File: config.mk
export PLATFORM = sky130hd
export DESIGN_NAME = gat_evt_trace
export DESIGN_NICKNAME = d
export VERILOG_FILES = /design/src/rtl/gat_evt_trace.sv
export SDC_FILE = /design/constraint.sdc
export NUM_CORES = 1
export LEC_CHECK = 0
export ABC_AREA = 1
export CORE_MARGIN = 1
export CORE_UTILIZATION = 30
export DETAILED_ROUTE_END_ITERATION = 10
export SYNTH_ARGS = -nofsm -noshare
export SYNTH_HDL_FRONTEND = slang
export SYNTH_HIERARCHICAL = 1
export SYNTH_SLANG_ARGS = --single-unit
export TNS_END_PERCENT = 10
File: constraint.sdc
create_clock -name clk -period 3.5 [get_ports clk]
set_input_delay 0.525 -clock clk [delete_from_list [all_inputs] [get_ports clk]]
set_output_delay 0.525 -clock clk [all_outputs]
set_load 0.05 [all_outputs]
File: src/rtl/gat_evt_trace.sv
// gat_evt_trace
//   Event trace buffer for the pipeline debug tap. Rising edges of the
//   per-stage valid/ready strobes are stamped with a free-running capture
//   timestamp and pushed into a circular FIFO. A host drains the FIFO through
//   a one-request/one-response read port.
//
// Ports
//   clk, rst_n   clock, asynchronous active-low reset
//   evt_i        raw event levels, MSB first: spmm_vld, spmm_rdy, dmvm_vld,
//                dmvm_rdy, sm_vld, sm_rdy, aggr_vld, aggr_rdy
//   arm_i        start capture (strobe, only honoured in IDLE)
//   clr_i        synchronous clear of FIFO state, counters and FSM
//   rd_req_i     pop request
//   rd_vld_o     one-cycle pulse, rd_data_o holds the popped entry
//   rd_data_o    {timestamp, event mask}
//   count_o      entries held
//   ovf_o        sticky, at least one entry was dropped
//   drop_cnt_o   dropped entries, saturating
//   state_o      0 IDLE, 1 ARMED, 2 FULL

// Per-event rising-edge detector. The previous level tracks the input in
// every state, so a level already high at arm time never looks like a rise.
module gat_evt_edge (
   input  logic clk,
   input  logic rst_n,
   input  logic evt_i,
   output logic rise_o
);
   logic prev_q;
   logic prev_d;

   always_comb begin
      prev_d = evt_i;
   end

   always_ff @(posedge clk or negedge rst_n) begin
      if (!rst_n) prev_q <= 1'b0;
      else        prev_q <= prev_d;
   end

   assign rise_o = evt_i & ~prev_q;
endmodule

module gat_evt_trace #(
   parameter int NUM_EVT = 8,
   parameter int DEPTH   = 16,
   parameter int TS_W    = 24
) (
   input  logic                       clk,
   input  logic                       rst_n,
   input  logic [NUM_EVT-1:0]         evt_i,
   input  logic                       arm_i,
   input  logic                       clr_i,
   input  logic                       rd_req_i,
   output logic                       rd_vld_o,
   output logic [TS_W+NUM_EVT-1:0]    rd_data_o,
   output logic [$clog2(DEPTH):0]     count_o,
   output logic                       ovf_o,
   output logic [15:0]                drop_cnt_o,
   output logic [1:0]                 state_o
);
   localparam int AW = $clog2(DEPTH);
   localparam int CW = AW + 1;
   localparam int EW = TS_W + NUM_EVT;

   typedef enum logic [1:0] {
      ST_IDLE  = 2'd0,
      ST_ARMED = 2'd1,
      ST_FULL  = 2'd2
   } state_e;

   state_e            state_q, state_d;
   logic [TS_W-1:0]   ts_q, ts_d;
   logic [AW-1:0]     wr_ptr_q, wr_ptr_d;
   logic [AW-1:0]     rd_ptr_q, rd_ptr_d;
   logic [CW-1:0]     count_q, count_d;
   logic              ovf_q, ovf_d;
   logic [15:0]       drop_cnt_q, drop_cnt_d;
   logic              rd_vld_q, rd_vld_d;
   logic [EW-1:0]     rd_data_q, rd_data_d;
   logic [EW-1:0]     mem_q [DEPTH];

   logic [NUM_EVT-1:0] rise;
   logic               any_rise;
   logic               wr_en;
   logic               pop;

   for (genvar i = 0; i < NUM_EVT; i++) begin : g_lane
      gat_evt_edge u_edge (
         .clk    (clk),
         .rst_n  (rst_n),
         .evt_i  (evt_i[i]),
         .rise_o (rise[i])
      );
   end

   assign any_rise = |rise;

   always_comb begin
      state_d    = state_q;
      ts_d       = ts_q;
      wr_ptr_d   = wr_ptr_q;
      rd_ptr_d   = rd_ptr_q;
      count_d    = count_q;
      ovf_d      = ovf_q;
      drop_cnt_d = drop_cnt_q;
      rd_vld_d   = 1'b0;
      rd_data_d  = rd_data_q;
      wr_en      = 1'b0;
      pop        = 1'b0;

      if (clr_i) begin
         // Storage is left as is; only bookkeeping is reset.
         state_d    = ST_IDLE;
         ts_d       = '0;
         wr_ptr_d   = '0;
         rd_ptr_d   = '0;
         count_d    = '0;
         ovf_d      = 1'b0;
         drop_cnt_d = '0;
      end else begin
         // Pop qualifies on the count held before this edge, so a write into
         // an empty FIFO cannot be popped in the same cycle.
         pop   = rd_req_i && (count_q != '0);
         wr_en = (state_q == ST_ARMED) && any_rise;

         if (wr_en) wr_ptr_d = wr_ptr_q + 1'b1;
         if (pop) begin
            rd_ptr_d  = rd_ptr_q + 1'b1;
            rd_vld_d  = 1'b1;
            rd_data_d = mem_q[rd_ptr_q];
         end
         count_d = count_q + CW'(wr_en) - CW'(pop);

         unique case (state_q)
            ST_IDLE: begin
               if (arm_i) begin
                  state_d = ST_ARMED;
                  ts_d    = '0;
               end
            end
            ST_ARMED: begin
               ts_d = ts_q + 1'b1;
               if (count_d == CW'(DEPTH)) state_d = ST_FULL;
            end
            ST_FULL: begin
               ts_d = ts_q + 1'b1;
               // A rise while full is lost even if a pop frees a slot now.
               if (any_rise) begin
                  ovf_d = 1'b1;
                  if (drop_cnt_q != 16'hFFFF) drop_cnt_d = drop_cnt_q + 16'd1;
               end
               if (pop) state_d = ST_ARMED;
            end
            default: state_d = ST_IDLE;
         endcase
      end
   end

   always_ff @(posedge clk or negedge rst_n) begin
      if (!rst_n) begin
         state_q    <= ST_IDLE;
         ts_q       <= '0;
         wr_ptr_q   <= '0;
         rd_ptr_q   <= '0;
         count_q    <= '0;
         ovf_q      <= 1'b0;
         drop_cnt_q <= '0;
         rd_vld_q   <= 1'b0;
         rd_data_q  <= '0;
      end else begin
         state_q    <= state_d;
         ts_q       <= ts_d;
         wr_ptr_q   <= wr_ptr_d;
         rd_ptr_q   <= rd_ptr_d;
         count_q    <= count_d;
         ovf_q      <= ovf_d;
         drop_cnt_q <= drop_cnt_d;
         rd_vld_q   <= rd_vld_d;
         rd_data_q  <= rd_data_d;
      end
   end

   // Entry records the timestamp held before the capturing edge.
   always_ff @(posedge clk) begin
      if (wr_en) mem_q[wr_ptr_q] <= {ts_q, rise};
   end

   assign rd_vld_o   = rd_vld_q;
   assign rd_data_o  = rd_data_q;
   assign count_o    = count_q;
   assign ovf_o      = ovf_q;
   assign drop_cnt_o = drop_cnt_q;
   assign state_o    = state_q;
endmodule

; Word-level counts from Yosys, hierarchy flattened
; Memories as Yosys holds them, arrays and structs flattened. A register that Yosys moved wholly into a read port is not among the register bits.
; Index checks and enable logic that the tools add are counted.
[totals]
n_memories = 1
mem_bits_rw = 512
register_bits = 65
romBits = 0
output_inout_bits = 57
latchBits = 0
[memory_table]
columns = memory, words, word_bits, rd, rd_clocked_by_memory_dff, wr, line_no
row1 = mem_q, 16, 32, 1, 1, 1, 81  ; logic [EW-1:0] mem_q [DEPTH];
[classes]
shift = 0
add_sub_neg = 6
div_mod_pow = 0
mux = 25
magnitude_cmp = 0
eq_ne = 7
bitwise_logic = 17
mul = 0
reduce_logical = 18
[ops]
columns = operator, n
row1 = two-way mux 16 bit, 4
row2 = two-way mux 24 bit, 2
row3 = one-hot mux 24 bit (2 select lines), 1
row4 = adder 24 x 1 -> 24 bit (second input constant), 1
row5 = adder 16 x 1 -> 16 bit (second input constant), 1
row6 = two-way mux 4 bit, 4
row7 = inequality test 16 bit (second input constant), 1
row8 = nonzero test 2 bit, 5
row9 = inverter 1 bit, 9
row10 = adder 4 x 1 -> 4 bit (second input constant), 2
row11 = bitwise AND 1 bit, 8
row12 = two-way mux 1 bit, 8
row13 = two-way mux 2 bit, 4
row14 = OR reduction 8 bit, 1
row15 = inequality test 3 bit (second input constant), 2
row16 = one-hot mux 2 bit (3 select lines), 1
row17 = AND reduction 2 bit, 3
row18 = AND reduction 3 bit, 2
row19 = adder 5 x 1 -> 5 bit, 1
row20 = == test 5 bit (second input constant), 1
row21 = two-way mux 5 bit, 1
row22 = nonzero test 5 bit, 1
row23 = subtractor 5 x 1 -> 5 bit, 1
row24 = inequality test 3 x 2 -> 1 bit (second input constant), 1
row25 = other kinds (7), 8

; Depth between registers and ports, before layout
; Gate-level depths: netlist (run 1).
[logic_depth]
depth_word = 10
mapped_depth = 19
mapped_depth_nobuf = 19

; Hierarchy
; Netlist (run 1), hierarchy kept.
[by_module_without_submodules]
columns = module, instances, area_each_um2, cells_per_inst
row1 = gat_evt_trace, 1, 24793.8, 2192
row2 = gat_evt_edge, 8, 35.0, 3

; Worst setup path before layout (run 1)
; Ideal clock, no wire load.
[synth_path]
path_type = register to register
from = reg state_q[0], in the netlist state_o[0]
to = mem mem_q[0][0] in the netlist's numbering (enable)
t_arrival_ns = 2.864
synth_period_minus_slack_ns = 3.285
n_path_buf = 0
setup_slack_ns = 0.215
setup_ns = 0.421
path_stages_with_launch = 8
path_cell_list = dfrtp_1 ha_1 inv_1 nor2_1 inv_1 nor2_1 nand2_1 nor2_1
[synth_via]
elab_chain_len = 5
[synth_lines]
columns = element, line_no
row1 = from (decl), 72  ; state_e state_q, state_d;
row2 = from (signal assigned), 172  ; state_q <= state_d;
row3 = == test 2 x 1 -> 1 bit, 125  ; wr_en = (state_q == ST_ARMED) && any_rise;
row4 = logical AND 1 bit, 125
row5 = two-way mux 1 bit, 112  ; if (clr_i) begin
row6 = two-way mux 1 bit, 186  ; if (wr_en) mem_q[wr_ptr_q] <= {ts_q, rise};
row7 = two-way mux 1 bit (not written as such), 186
row8 = to (decl), 81
; Every way passes these cells.

; Worst setup path in the final report (run 1)
[layout_path]
from = in evt_i[1]
to = reg state_q[1], in the netlist state_o[1]
[layout_via]
elab_chain_len = 8
[layout_lines]
columns = element, line_no
row1 = from (decl), 51  ; input logic [NUM_EVT-1:0] evt_i,
row2 = bitwise AND 1 bit, 41  ; assign rise_o = evt_i & ~prev_q;
row3 = net rise[1], 83  ; logic [NUM_EVT-1:0] rise;
row4 = OR reduction 8 bit, 97  ; assign any_rise = |rise;
row5 = logical AND 1 bit, 125
row6 = adder 5 x 1 -> 5 bit, 133  ; count_d = count_q + CW'(wr_en) - CW'(pop);
row7 = subtractor 5 x 1 -> 5 bit, 133
row8 = == test 5 bit, 144  ; if (count_d == CW'(DEPTH)) state_d = ST_FULL;
row9 = inequality test 3 x 2 -> 1 bit (no source line), n/a
row10 = AND reduction 3 bit (no source line), n/a
; The timed path passes the listed nets, and every way through them passes these cells.
; A chain may end at the register's enable or synchronous reset.

==> results of run 1 <==
metrics by stage:
step	instances	area, um2	hold WS [ns]	utilization	total power, mW
finish	3440	29770	0.3523	0.3614	19.89
global route	3440	29770	0.3264	0.3614	20.81
CTS	3440	29770	0.3036	0.3614	20.09
detailed placement	3326	27620	0.4653	0.3353	13.18
global placement	3326	27620	0.4624	0.3353	13.15
floorplan	2216	25070	0.2294	-	11.61
routing by layer:
metal  share of wire  track usage  vias up
met2            0.47       0.2427      485
met3           0.061      0.02336       77
met5               0            0        -
li1                -            -     7902
met1            0.45       0.2140     8199
met4           0.017      0.03420        0
cells by family (layout without fill, tap and decap cells):
family / after synthesis / in the layout / synth area share
xor gates and xnor gates: 8 / 8 / 0.002794
buffers and inverters: 209 / 363 / 0.03543
DFF: 609 / 609 / 0.7100
AOI/OAI and AO/OA: 436 / 436 / 0.09506
adders and majority gates: 16 / 16 / 0.008283
and+or+nand+nor: 938 / 938 / 0.1485
Yosys cell counts (2+ instances only):
master / instances / area, um2
o21ai_0: 170 / 850.8
nand3_1: 73 / 365.4
nor2_2: 13 / 81.33
and2_1: 2 / 12.51
clkbuf_1: 51 / 191.4
edfxtp_1: 512 / 15370
xor2_1: 4 / 35.03
dfrtp_1: 97 / 2427
a21oi_1: 111 / 555.5
buf_4: 9 / 67.56
a21boi_0: 30 / 225.2
o21bai_1: 3 / 22.52
buf_1: 4 / 15.01
inv_1: 98 / 367.9
buf_2: 41 / 205.2
ha_1: 15 / 187.7
o22ai_1: 64 / 400.4
nand2_1: 537 / 2016
nand2_2: 4 / 25.02
xnor2_1: 4 / 35.03
o21a_1: 2 / 15.01
a21boi_1: 4 / 30.03
a31o_2: 3 / 26.28
inv_2: 2 / 7.510
nor3_1: 12 / 60.06
nor2_1: 280 / 1051
o21ai_1: 44 / 220.2
nand4_1: 14 / 87.58
a31oi_1: 2 / 12.51
buf_6: 2 / 22.52
worst max path at each step:
stage,slack (ns),cells after the start,start,end
global placement,-0.18,17,evt_i[0],state_o[0]
floorplan,0.22,7,state_o[0],mem_q[0][0]
detailed placement,-0.17,16,evt_i[0],state_o[1]
global route,0.32,13,g_lane[0].u_edge/prev_q,state_o[1]
CTS,0.47,14,g_lane[0].u_edge/prev_q,state_o[1]
finish,0.50,16,evt_i[1],state_o[1]
area by class of cell:
class                      count  area (um2)  share of cell area
multi-input combinational   1398        6514              0.2188
timing repair buffer         148        1584             0.05321
tap                         1070        1339             0.04497
inverter                     102       389.1             0.01307
clock inverter                38       526.8             0.01769
clock buffer                  75        1610             0.05409
sequential                   609       17810              0.5982
state kept, by name (all words and copies together), names as in the netlist:
register	flops
state_o	2
ts_q	24
rd_data_o	32
rd_ptr_q	4
wr_ptr_q	4
count_o	5
mem_q	512
rd_vld_o	1
ovf_o	1
g_lane.u_edge/prev_q	8
drop_cnt_o	16
power breakdown:
part           switching, mW  leakage, nW  internal, mW  total [mW]
clock                   2.82         1.03          4.09        6.91
sequential             0.216         6.02          8.21        8.43
combinational           3.13         3.88          1.42        4.55
total                   6.16         10.9          13.7        19.9
repair_timing:
action | 4_1_cts | 5_1_grt
hold buffers | 1 | 0
resized for setup | 0 | 0
endpoints found under the hold margin | 37 | 0
==> results_dict.tcl, run 1 <==
set metrics [dict create \
    fmax_ghz 0.3334 \
    clock-sinks 609 \
    cts_tree "yes" \
    wl_per_cell_um 18.74 \
    ctsLongestPathBuffers 3 \
    portBuffers 69 \
    finalSetupViolCount 0 \
    cts_setup_buffers 0 \
    cpLargestDelayFamily "simple AND/OR/NAND/NOR gates" \
    die_h_um 291.1 \
    antenna_left 0 \
    grt_max_degree 186 \
    drive_gt1_frac 0.09283 \
    max_slew.worst_pin.slew_ns 1.077 \
    gr-total-overflow 0 \
    antenna_found_initial 0 \
    globalplace.congestion 0.7906 \
    syn_area_per_cell_um2 11.32 \
    rr_startpoint "g_lane[1].u_edge/prev_q" \
    async_flop_share 0.1593 \
    grt_pass1_vias 16050 \
    start_util 0.3044 \
    critPathCaptureType "register" \
    ys.flop_type "edfxtp_1" \
    diodes 0 \
    final_common_cell "nand2_1" \
    period_share 0.8569 \
    critPathArrivalTime_ns 3.55 \
    via_per_inst 4.844 \
    ir_drop_mv 0.4465 \
    reg2regPathDepth 14 \
    ys_types 39 \
    area_growth_pct 18.73 \
    globalRouteTotalUtil 0.1510 \
    startpoint_type "input port" \
    hp-start "evt_i[4]" \
    die_area_um2 84740 \
    relSlewSlack 0.2819 \
    hold_viol_final 0 \
    finalWirelength_um 64480 \
    fin_skew_ns 0.04512 \
    p_leak_nw 10.93 \
    layout_common_cells "nand2_1 (535), edfxtp_1 (512), nor2_1 (264)" \
    hp-class "in2reg" \
    status "complete, no violations" \
    drt_iter0_markers 1559 \
    ys_ff_latch 609 \
    cp_data_required_time_ns 4.05 \
    coreArea_um2 82370 \
    num_vias 16660 \
    holdPathEnd "g_lane[4].u_edge/prev_q" \
    synth_edf_count 512 \
    grt_first_pass_wirelength_um 98440 \
    n_fill_cell 7915 \
    hold_depth 1 \
    cp_common_cell "nand2_1" \
    row_count 105 \
    synth_cells 2216 \
    post-route-worst-setup-slack_ns 0.5008 \
    maxCapViolations 0 \
    ys_seq_area_frac 0.7100 \
    crit_chain "clkdlybuf4s50_1, inv_1, nor2_2, nor2_1, nand2_1, nor2_1, nor2_1, nand2_1, nand2_1, ha_1, fa_1, xnor2_1, and2_1, and2_1, nand2_1, a21boi_0" \
    regToRegSetupSlack_ns 0.53 \
    hpwl_um 36970 \
    clk_pin_slew_ns 0.06 \
    cts_buffers 61 \
    fin_nets 2349 \
    rsz0062_at_grt "false" \
    worstSetupPathType "in2reg" \
    syn-cell-area_um2 25070 \
    syn-num-nets 2245 \
    cts_root_buf "clkbuf_16" \
    die_x_um 291.1 \
    tns_ns 0 \
    dr.pass1.iters 7 \
    path_max_fanout 3 \
    htree_levels 2 \
    worstReg2RegEnd "state_o[1]" \
    final_max_slew_viol_count 0 \
    cp_slowest_stage_delay_ns 0.62 \
    io_pins 70 \
    crit_buf_inv 2 \
    place_ws_ns -0.1739 \
    ys_warn_count 6 \
    fin_crit_ns 2.999 \
    p_per_area_nw_per_um2 668.0 \
    clk_latency_ns 0.65 \
    remaining_drc_errors 0 \
    worst_path_max_delay_cell "nor2_1" \
]
No activity file was read; power rests on OpenSTA's default activity.
==> run 2: changes to the inputs <==
--- a/config.mk
+++ b/config.mk
@@ -6,9 +6,11 @@
 export NUM_CORES = 1
 export LEC_CHECK = 0
 export ABC_AREA = 1
+export CAP_MARGIN = 20
 export CORE_MARGIN = 1
 export CORE_UTILIZATION = 30
 export DETAILED_ROUTE_END_ITERATION = 10
+export SLEW_MARGIN = 20
 export SYNTH_ARGS = -nofsm -noshare
 export SYNTH_HDL_FRONTEND = slang
 export SYNTH_HIERARCHICAL = 1
==> results of run 2 <==
Final layout, timing and power as in run 1 (identical DEF).
==> run 3: changes to the inputs <==
--- a/config.mk
+++ b/config.mk
@@ -8,8 +8,9 @@
 export ABC_AREA = 1
 export CAP_MARGIN = 20
 export CORE_MARGIN = 1
-export CORE_UTILIZATION = 30
+export CORE_UTILIZATION = 50
 export DETAILED_ROUTE_END_ITERATION = 10
+export PLACE_DENSITY = 0.67
 export SLEW_MARGIN = 20
 export SYNTH_ARGS = -nofsm -noshare
 export SYNTH_HDL_FRONTEND = slang
==> constraint.sdc (replaced) <==
create_clock -name clk -period 2.8 [get_ports clk]
set_input_delay 0.42 -clock clk [delete_from_list [all_inputs] [get_ports clk]]
set_output_delay 0.42 -clock clk [all_outputs]
set_load 0.05 [all_outputs]
==> results_dict.tcl, run 3 (synthesized netlist as in run 1, its figures left out) <==
set metrics [dict create \
    finalSetupViolCount 0 \
    ir_drop_mv 0.5606 \
    cts_root_buf "clkbuf_16" \
    n_fill_cell 3847 \
    num_vias 17050 \
    seq_area_um2 17810 \
    final_area_um2 29460 \
    regMostFlops "mem_q" \
    path_max_fanout 4 \
    gr-total-overflow 0 \
    maxCapViolations 0 \
    final_max_slew_viol_count 0 \
    startpoint_type "register" \
    drt_iter0_markers 1568 \
    clk_pin_slew_ns 0.06 \
    relSlewSlack 0.4702 \
    crit_chain "nor2_2, nor2_1, nand2_1, nor2_4, nor2_1, nand2_1, nand2_1, ha_1, fa_2, xnor2_1, and2_1, and2_1, nand2_1, nand3_1, nand2_1" \
    largest_register_ffs 512 \
    worstSetupPathType "reg2reg" \
    area_growth_pct 17.51 \
    tns_ns 0 \
    grt_max_degree 78 \
    start_util 0.5101 \
    dr.pass1.iters 6 \
    multiInputGateArea_um2 6529 \
    p_per_area_nw_per_um2 833.6 \
    fin_nets 2369 \
    die_x_um 225.9 \
    die_h_um 225.9 \
    via_per_inst 5.579 \
    portBuffers 69 \
    wl_per_cell_um 20.43 \
    globalRouteTotalUtil 0.2502 \
    antenna_left 0 \
    status "complete, no violations" \
    hold_viol_final 0 \
    worst_path_max_delay_cell "fa_2" \
    period_share 0.9260 \
    cts_tree "yes" \
    die_area_um2 51050 \
    cp_data_required_time_ns 3.31 \
    drive_gt1_frac 0.1012 \
    ctsLongestPathBuffers 3 \
    hp-class "in2reg" \
    critPathArrivalTime_ns 3.10 \
    final_common_cell "nand2_1" \
    cp_common_cell "nand2_1" \
    placed_cell_area_um2 27380 \
    io_pins 70 \
    coreArea_um2 49150 \
    grt_pass1_vias 16390 \
    layout_common_cells "nand2_1 (535), edfxtp_1 (512), nor2_1 (263)" \
    max_slew.worst_pin.slew_ns 0.7946 \
    diodes 0 \
    clock-sinks 609 \
    fin_crit_ns 2.593 \
    p_leak_nw 11.05 \
    grt_first_pass_wirelength_um 96190 \
    critPathCaptureType "register" \
    cp_slowest_stage_delay_ns 0.37 \
    clk_latency_ns 0.64 \
    globalplace.congestion 0.8479 \
    row_count 81 \
    fin_skew_ns 0.02180 \
    finalWirelength_um 62440 \
    remaining_drc_errors 0 \
    hpwl_um 37680 \
    htree_levels 2 \
    fmax_ghz 0.3857 \
    antenna_found_initial 0 \
    cts_buffers 60 \
]
-- run 3: cell count changes in the layout (fill, tap and decap cells not counted), sizes merged --
cell,delta
buf,+21
bufinv,-4
clkbuf,+6
clkinvlp,-1
-- run 3: power breakdown --
group,leakage [nW],internal (mW),switching (mW)
Combinational,4.05,1.88,3.92
Sequential,6.02,10.3,0.297
Clock,0.982,4.76,3.44
-- run 3: final cells by class --
class | count | area share
clock buffer | 81 | 0.05567
inverter | 102 | 0.01321
sequential | 609 | 0.6044
clock inverter | 33 | 0.01274
timing repair buffer | 169 | 0.06421
multi-input combinational | 1398 | 0.2216
tap | 664 | 0.02820
-- run 3: repair_timing --
item                                    in CTS  in global routing
hold buffers                                 1                  0
pin swaps                                    0                  1
setup buffers                                0                  2
hold endpoints to repair                    29                  0
gates resized for setup                      1                  4
endpoints found under the setup margin       2                  2
-- run 3: stage by stage --
| stage | hold slack [ns] | worst slack (ns) | utilization | power, mW | cells |
|---|---|---|---|---|---|
| floorplan | 0.1244 | -0.4850 | - | 14.51 | 2216 |
| global placement | 0.4061 | -0.6078 | 0.5511 | 16.40 | 2925 |
| detailed placement | 0.4168 | -0.6518 | 0.5570 | 16.49 | 2938 |
| CTS | 0.2227 | 0.05847 | 0.5983 | 24.64 | 3053 |
| global route | 0.2334 | -0.01008 | 0.5994 | 25.58 | 3056 |
| finish | 0.2447 | 0.2072 | 0.5994 | 24.56 | 3056 |
-- run 3: metal layers --
| metal | wire (um) | vias to the layer above | global-route usage |
|---|---|---|---|
| met4 | 1330 | 0 | 0.07395 |
| met2 | 29800 | 652 | 0.3981 |
| met3 | 5120 | 83 | 0.03747 |
| met5 | 0 | - | 0 |
| li1 | - | 7950 | - |
| met1 | 26180 | 8363 | 0.3573 |
-- run 3: final timing paths --
kind | start | to | slack (ns) | depth (start not counted)
max | g_lane[4].u_edge/prev_q | state_o[0] | 0.21 | 15
min | evt_i[7] | g_lane[7].u_edge/prev_q | 0.24 | 1
max reg2reg | g_lane[4].u_edge/prev_q | state_o[0] | 0.21 | 15
min reg2reg | rd_data_o[16] | rd_data_o[16] | 0.48 | 2
max in group asynchronous | rst_n | rd_ptr_q[0] | 1.78 | 3
min in group asynchronous | rst_n | g_lane[7].u_edge/prev_q | 0.28 | 2
-- run 3: critical path, delay by kind of cell, from the launching register on --
family                   cells  cell delay [ns]
flip-flops                   1             0.36
XOR/XNOR                     1             0.20
AND/OR/NAND/NOR             12             1.32
adder cells (fa/ha/maj)      2             0.59
